File: src/rtl/memmap_ctrl.sv
// memmap_ctrl: per-slot CPU-to-SRAM address mapper with write protect, fault IRQ and wait-state hold
module memmap_ctrl #(
  parameter int SLOT_BITS = 3,
  parameter int PAGE_W    = 4,
  parameter int WAIT_W    = 3,
  parameter int WAIT_RST  = 1
) (
  input  logic                             clk,
  input  logic                             rst,
  output logic                             irq,
  input  logic [3:0]                       AD,
  input  logic [7:0]                       DI,
  output logic [7:0]                       DO,
  input  logic                             rw,
  input  logic                             cs,
  input  logic [15:0]                      cpu_addr,
  input  logic                             cpu_rw,
  input  logic                             cpu_vma,
  input  logic                             ext_sel,
  output logic [PAGE_W+16-SLOT_BITS-1:0]   ext_addr,
  output logic                             ext_wr_en,
  output logic                             hold,
  output logic                             bram_disable
);
  localparam int NS    = 1 << SLOT_BITS;
  localparam int OFF_W = 16 - SLOT_BITS;
  localparam int EXT_W = PAGE_W + OFF_W;
  typedef enum logic [1:0] {IDLE, WAIT, ACK} state_t;
  logic [NS-1:0]        en_q, wp_q;
  logic [PAGE_W-1:0]    page_q [NS];
  logic                 bram_q, irq_en_q, flag_q;
  logic [WAIT_W-1:0]    wait_q, cnt_q;
  logic [SLOT_BITS-1:0] fslot_q;
  state_t               state_q;
  logic [SLOT_BITS-1:0] slot, ad_slot;
  logic                 ext_acc, fault, wr, clr, is_slot, unused_bits;
  assign slot         = cpu_addr[15 -: SLOT_BITS];
  assign ad_slot      = AD[SLOT_BITS-1:0];
  assign is_slot      = 32'(AD) < NS;
  assign ext_acc      = cpu_vma && ext_sel;
  assign fault        = ext_acc && !cpu_rw && en_q[slot] && wp_q[slot];
  assign wr           = cs && !rw;
  assign clr          = wr && AD == 4'd9 && DI[0];
  assign unused_bits  = ^DI;
  assign ext_addr     = en_q[slot] ? {page_q[slot], cpu_addr[OFF_W-1:0]} : EXT_W'(cpu_addr);
  assign ext_wr_en    = !cpu_rw && ext_acc && !(en_q[slot] && wp_q[slot]);
  assign irq          = flag_q && irq_en_q;
  assign bram_disable = bram_q;
  // The IDLE term raises hold in the very cycle the access is first seen; reset suppresses it
  assign hold = state_q == WAIT || (state_q == IDLE && ext_acc && wait_q != '0 && !rst);
  // Register file and fault capture; a new fault beats a simultaneous clear, otherwise the first fault is kept
  always_ff @(posedge clk) begin
    if (rst) begin
      en_q     <= '0;
      wp_q     <= '0;
      for (int i = 0; i < NS; i++) page_q[i] <= '0;
      bram_q   <= 1'b0;
      irq_en_q <= 1'b0;
      wait_q   <= WAIT_W'(WAIT_RST);
      flag_q   <= 1'b0;
      fslot_q  <= '0;
    end else begin
      if (fault && (!flag_q || clr)) begin
        flag_q  <= 1'b1;
        fslot_q <= slot;
      end else if (clr) flag_q <= 1'b0;
      if (wr && is_slot) begin
        en_q[ad_slot]   <= DI[7];
        wp_q[ad_slot]   <= DI[6];
        page_q[ad_slot] <= DI[PAGE_W-1:0];
      end
      if (wr && AD == 4'd8) begin
        bram_q   <= DI[0];
        irq_en_q <= DI[1];
        wait_q   <= DI[2 +: WAIT_W];
      end
    end
  end
  // Wait-state FSM: cnt_q holds the WAIT cycles still to go, so total hold equals the wait count
  always_ff @(posedge clk) begin
    if (rst) begin
      state_q <= IDLE;
      cnt_q   <= '0;
    end else begin
      case (state_q)
        IDLE: if (ext_acc && wait_q != '0) begin
          cnt_q   <= wait_q - 1'b1;
          state_q <= wait_q == WAIT_W'(1) ? ACK : WAIT;
        end
        WAIT: if (cnt_q == WAIT_W'(1)) state_q <= ACK;
              else cnt_q <= cnt_q - 1'b1;
        default: state_q <= IDLE;
      endcase
    end
  end
  // Register read mux; unused bits and unmapped addresses read as zero
  always_comb begin
    DO = 8'h00;
    if (is_slot) begin
      DO[7]          = en_q[ad_slot];
      DO[6]          = wp_q[ad_slot];
      DO[PAGE_W-1:0] = page_q[ad_slot];
    end else if (AD == 4'd8) begin
      DO[0]          = bram_q;
      DO[1]          = irq_en_q;
      DO[2 +: WAIT_W] = wait_q;
    end else if (AD == 4'd9) begin
      DO[0]             = flag_q;
      DO[4 +: SLOT_BITS] = fslot_q;
    end
  end
endmodule

File: config.mk
export PLATFORM = sky130hd
export DESIGN_NAME = memmap_ctrl
export DESIGN_NICKNAME = d
export VERILOG_FILES = /design/src/rtl/memmap_ctrl.sv
export SDC_FILE = /design/constraint.sdc
export NUM_CORES = 1
export LEC_CHECK = 0
export ABC_AREA = 1
export BUFFER_PORTS_ARGS = -buffer_cell sky130_fd_sc_hd__buf_2
export CAP_MARGIN = 20
export CORE_ASPECT_RATIO = 0.8
export CORE_UTILIZATION = 56
export CTS_CLUSTER_SIZE = 10
export DETAILED_ROUTE_END_ITERATION = 12
export PLACE_DENSITY = 0.88
export SYNTH_ARGS = -nofsm -noshare
export SYNTH_HDL_FRONTEND = slang
export SYNTH_SLANG_ARGS = --single-unit
File: constraint.sdc
create_clock -name clk -period 1.6 [get_ports clk]
set_input_delay 0.16 -clock clk [delete_from_list [all_inputs] [get_ports clk]]
set_output_delay 0.16 -clock clk [all_outputs]
set_load 0.005 [all_outputs]
# After elaboration in Yosys (flattened, before gate mapping)

Memory sizes are Yosys's and may differ from the RTL's.
Index checks and enable logic that the tools add are counted.

Output and inout bits: 29
Logic and storage cells: 96
RAM bits: 32
Register bits after elaboration: 30
Memories: 1

Add/subtract/negate cells: 2
Reduce and logical (&&, ||, !) cells: 32
Equal/unequal tests: 8
Magnitude comparators: 4
Multiplexer cells: 40

Memories:

| name   | words | width | rd ports | clocked after Yosys merged registers in | write ports | RTL line | source |
|---|---|---|---|---|---|---|---|
| page_q | 8     | 4     | 2        | 0                                       | 8           | 30       | `logic [PAGE_W-1:0] page_q [NS];` |

Operators by type and width:

| cell                                                               | number |
|---|---|
| logical AND 1 bit                                                  | 18 |
| 2-to-1 mux 1 bit                                                   | 18 |
| 2-to-1 mux 17 bit                                                  | 1 |
| bitwise mux 8 bit                                                  | 2 |
| 2-to-1 mux 3 bit                                                   | 5 |
| binary-select mux 1 bit (select 3 bit)                             | 4 |
| 2-to-1 mux 2 bit                                                   | 5 |
| == test 4 bit (second input constant)                              | 2 |
| less-than comparator 3 x 4 -> 1 bit (second input constant)        | 2 |
| 2-to-1 mux 4 bit                                                   | 2 |
| == test 3 x 1 -> 1 bit (second input constant)                     | 2 |
| case mux 3 bit (2 select lines)                                    | 1 |
| subtractor 3 x 1 -> 3 bit (second input constant)                  | 2 |
| zero test 1 bit                                                    | 5 |
| less-than comparator 4 bit (second input constant)                 | 1 |
| != test 2 x 1 -> 1 bit (second input constant)                     | 2 |
| case mux 2 bit (2 select lines)                                    | 1 |
| nonzero test 2 bit                                                 | 2 |
| OR reduction 4 bit                                                 | 1 |
| demux 1 bit (select 3 bit)                                         | 1 |
| greater-or-equal comparator 3 x 1 -> 1 bit (second input constant) | 1 |
| AND reduction 3 bit                                                | 1 |
| nonzero test 3 bit                                                 | 1 |
| == test 2 x 1 -> 1 bit (second input constant)                     | 1 |
| 4 further kinds                                                    | 5 |

# Longest topological paths before layout

Word-level depth: 8
Depth in mapped cells: 11

# Least setup slack after synthesis

Ideal clock, no wire load.

Path type: flip-flop to flip-flop
From: register wait_q[0]
To: register cnt_q[2]
Period minus slack after synthesis: 1.269 ns
Setup slack: 0.331 ns
Cell stages (with the launch flop): 9
Path buffers: 0
Arrival time: 1.150 ns
Required time: 1.481 ns
Cells stage by stage: dfxtp_1 inv_1 ha_1 a21oi_1 nand2_1 nand2_1 inv_2 o21ai_0 a21oi_1

Word-level cells in the longest chain between the ends: 4
Elaborated cells on any way between the ends: 7
Classes of those cells: add/sub (1); eq/ne (1); mux (2); reduce/logical (3)

RTL lines:

| element                                                                           | RTL line | source |
|---|---|---|
| start: declaration                                                                | 32       | `logic [WAIT_W-1:0] wait_q, cnt_q;` |
| start signal: assignment                                                          | 59       | `wait_q <= WAIT_W'(WAIT_RST);` |
| start signal: assignment                                                          | 75       | `wait_q <= DI[2 +: WAIT_W];` |
| parallel branches: the longest is 4 deep, another holds subtractor 3 x 1 -> 3 bit | n/a      |  |
| end signal: assignment                                                            | 87       | `cnt_q <= wait_q - 1'b1;` |
| end signal: assignment                                                            | 91       | `else cnt_q <= cnt_q - 1'b1;` |
| end: declaration                                                                  | 32       |  |

Several ways; the timed one is not identified. The select of a mux whose other input is x is not followed.
A chain may end at the register's enable or synchronous reset.

# Worst setup path after layout

From: register en_q[5]
To: output port ext_addr[13]

Word-level cells in the longest chain between the ends: 3

RTL lines:

| element                                | RTL line | source |
|---|---|---|
| start: declaration                     | 29       | `logic [NS-1:0] en_q, wp_q;` |
| start signal: indexed assignment       | 68       | `en_q[ad_slot] <= DI[7];` |
| binary-select mux 1 bit (select 3 bit) | 45       | `assign ext_addr = en_q[slot] ? {page_q[slot], cpu_addr[OFF_W-1:0]} : EXT_W'(cpu_addr);` |
| 2-to-1 mux 1 bit (not written as such) | 45       |  |
| 2-to-1 mux 17 bit                      | 45       |  |
| end: declaration                       | 20       | `output logic [PAGE_W+16-SLOT_BITS-1:0] ext_addr,` |

No other way between the ends. The select of a mux whose other input is x is not followed.

==> flow_metrics.env <==
export IMPL_cts_root_buf="clkbuf_8"
export IMPL_critPathCaptureType="primary output"
export IMPL_grt_start_max_net_pins=19
export IMPL_cts_htree_levels=3
export IMPL_die_height_um=73.3
export IMPL_synth_cell_types=37
export IMPL_fmax_mhz=582
export IMPL_path_class="flip-flop to primary output"
export IMPL_ant_nets=0
export IMPL_grt_pass1_wl_um=15600
export IMPL_power_leakage_nw=1.87
export IMPL_start_kind="flip-flop"
export IMPL_viasPerCell=5.89
export IMPL_syn_inst=459
export IMPL_port_buffers=36
export IMPL_cts_made_buffers=9
export IMPL_dieArea_sq_mm=0.00667
export IMPL_arrival_ns=1.56
export IMPL_cp_top_family="simple AND/OR/NAND/NOR gates"
export IMPL_layout_cells_non_filler=608
export IMPL_layout_common_cells="nand2_1, nor2_1, inv_1, buf_4, buf_2"
export IMPL_route_detailed_drc=0
export IMPL_ys_seq_area_frac=0.439
export IMPL_violations="setup timing"
export IMPL_nets=562
export IMPL_drt_wirelength_per_cell_um=17.2
export IMPL_dp_hpwl_um=7490
export IMPL_synth_top_area_cell="edfxtp_1"
export IMPL_clock_latency_ns=0.35
export IMPL_setup_viol=7
export IMPL_crit_path_max_fanout=2
export IMPL_worst_path_buf_inv=2
export IMPL_ctsHoldBuffers=0
export IMPL_syn_avg_cell_area_sq_um=7.75
export IMPL_grt_pass1_vias=3227
export IMPL_track_usage=0.318
export IMPL_yosys_warnings=0
export IMPL_die_w_um=91.1
export IMPL_overflow=0
export IMPL_synthTopCellsByArea="edfxtp_1, dfxtp_1, nand2_1"
export IMPL_cp_required_ns=1.44
export IMPL_synth_top_area_frac=0.270
export IMPL_antenna_found_initial=0
export IMPL_wl_um=10500
export IMPL_row_count=25
export IMPL_max_slew_worst_pin_slew_ns=0.398
export IMPL_period_share=1.07
export IMPL_min_path_type="input pin to flip-flop"
export IMPL_peakVddDrop_uv=595
export IMPL_cts_sinks=62
export IMPL_yosys_most_used_dff="edfxtp_1"
export IMPL_drv_slew=0
export IMPL_skew_ns=0.00964
export IMPL_hold_violations=0
export IMPL_final_common_cell="nand2_1"
export IMPL_slowest_stage="dfxtp_1"
export IMPL_cts_tree="yes"
export IMPL_syn_nets=499
export IMPL_syn_area_sq_mm=0.00356
export IMPL_drive_gt1_frac=0.304
export IMPL_finalWorstSetupSlack_ns=-0.119
export IMPL_core_sq_mm=0.00601
export IMPL_powerDensity_mw_per_mm2=869
export IMPL_slew_headroom=0.735
export IMPL_cts_max_path_buffers=2
export IMPL_ys_async_sr_fraction=0
export IMPL_synth_edff_count=32
export IMPL_slowest_delay_ns=0.34
export IMPL_drt_iter0_drc=507
export IMPL_areaGrowthSynthToFinish_pct=20.1
export IMPL_dr_pass1_iters=7
export IMPL_fin_crit_ns=1.72
export IMPL_status="finished, violations left"
export IMPL_rsz0062_at_grt="yes"
export IMPL_max_cap_violations=0
export IMPL_place_ws_ns=0.0571
export IMPL_path_clk_slew_ns=0.06
export IMPL_fillCellCount=479
export IMPL_ioPinCount=64
export IMPL_path_cells="nand2_1 > nand3_1 > nand3_2 > nand2_4 > inv_2 > a21oi_1 > o21ai_2 > buf_2"
export IMPL_start_util=0.592
export IMPL_antenna_cells=0
export IMPL_vias=3584
export IMPL_place_inst=579
export IMPL_gp_congestion=1.00
export IMPL_fin_setup_tns_ns=-0.515
export IMPL_ys_ff_latch=62
-- stage by stage --
step                hold slack [ns]  instance area (sq um)  utilization  power, mW
detailed placement            0.320                   3840        0.640       2.23
global route                 0.0919                   4270        0.711       3.81
finish                       0.0715                   4270        0.711       3.71
global placement              0.320                   3840        0.640       2.22
floorplan                     0.229                   3560            -       2.09
CTS                          0.0574                   4170        0.694       3.67
-- cell families after synthesis --
group | Yosys count | synth area share
and+or+nand+nor | 196 | 0.249
buffers and inverters | 97 | 0.136
xor gates and xnor gates | 1 | 0.00246
AOI/OAI and AO/OA | 98 | 0.156
DFF | 62 | 0.439
adders and majority gates | 5 | 0.0176
-- worst paths after layout --
path,end,from,slack [ns],cells past startpoint
worst max register to register,cnt_q[2],wait_q[0],0.15,8
worst min register to register,cnt_q[1],cnt_q[1],0.47,2
worst min-delay path,wait_q[0],DI[2],0.07,3
worst max-delay path,ext_addr[13],en_q[5],-0.12,8
-- worst reg2reg max path, delay by kind of cell (launching register included) --
family                   cells  cell delay, ns
AND/OR/NAND/NOR              2            0.20
buffers and inverters        2            0.13
adder cells (fa/ha/maj)      1            0.17
flip-flops                   1            0.33
AO/OA/AOI/OAI                3            0.50
-- Yosys cell counts, drive strengths merged (2+ instances only) --
cell     n
buf     25
clkinv   3
nor2    67
o22ai   23
nand4   11
nand2   88
inv     69
nand3   27
edfxtp  32
o21ai   34
a21oi   32
dfxtp   30
a31oi    2
ha       5
-- per-layer routing --
metal  track usage  vias up  share of wire
li1              -     1642              -
met4         0.118        0          0.036
met5             0        -              0
met1         0.422     1620           0.40
met2         0.500      275           0.43
met3        0.0952       47           0.13
-- final cells by class --
type | count | area, sq um | share of cell area
clock buffers | 15 | 209 | 0.0489
clock inverters | 1 | 6.26 | 0.00147
inverters | 72 | 280 | 0.0657
multi-input cells | 300 | 1610 | 0.377
flip-flops and latches | 62 | 1570 | 0.368
well taps | 81 | 101 | 0.0237
repair buffers | 77 | 492 | 0.115
-- registers in the layout (all words and copies together) (netlist names) --
register      flops
flag_q            1
wp_q              8
fslot_q           3
page_q           32
wait_q            3
en_q              8
state_q           2
irq_en_q          1
cnt_q             3
bram_disable      1
-- report_power, final --
part,leakage [nW],internal [mW],switching (mW),total [mW]
combinational,1.21,0.172,0.334,0.506
clock,0.111,0.839,0.603,1.44
sequential,0.549,1.73,0.0336,1.76
-- repair_timing --
item                       4_1_cts  5_1_grt
setup buffers                    9        4
pin swaps                       11       20
setup endpoints to repair        8       12
resized for setup               25       29
(Power assumes the default switching activity.)
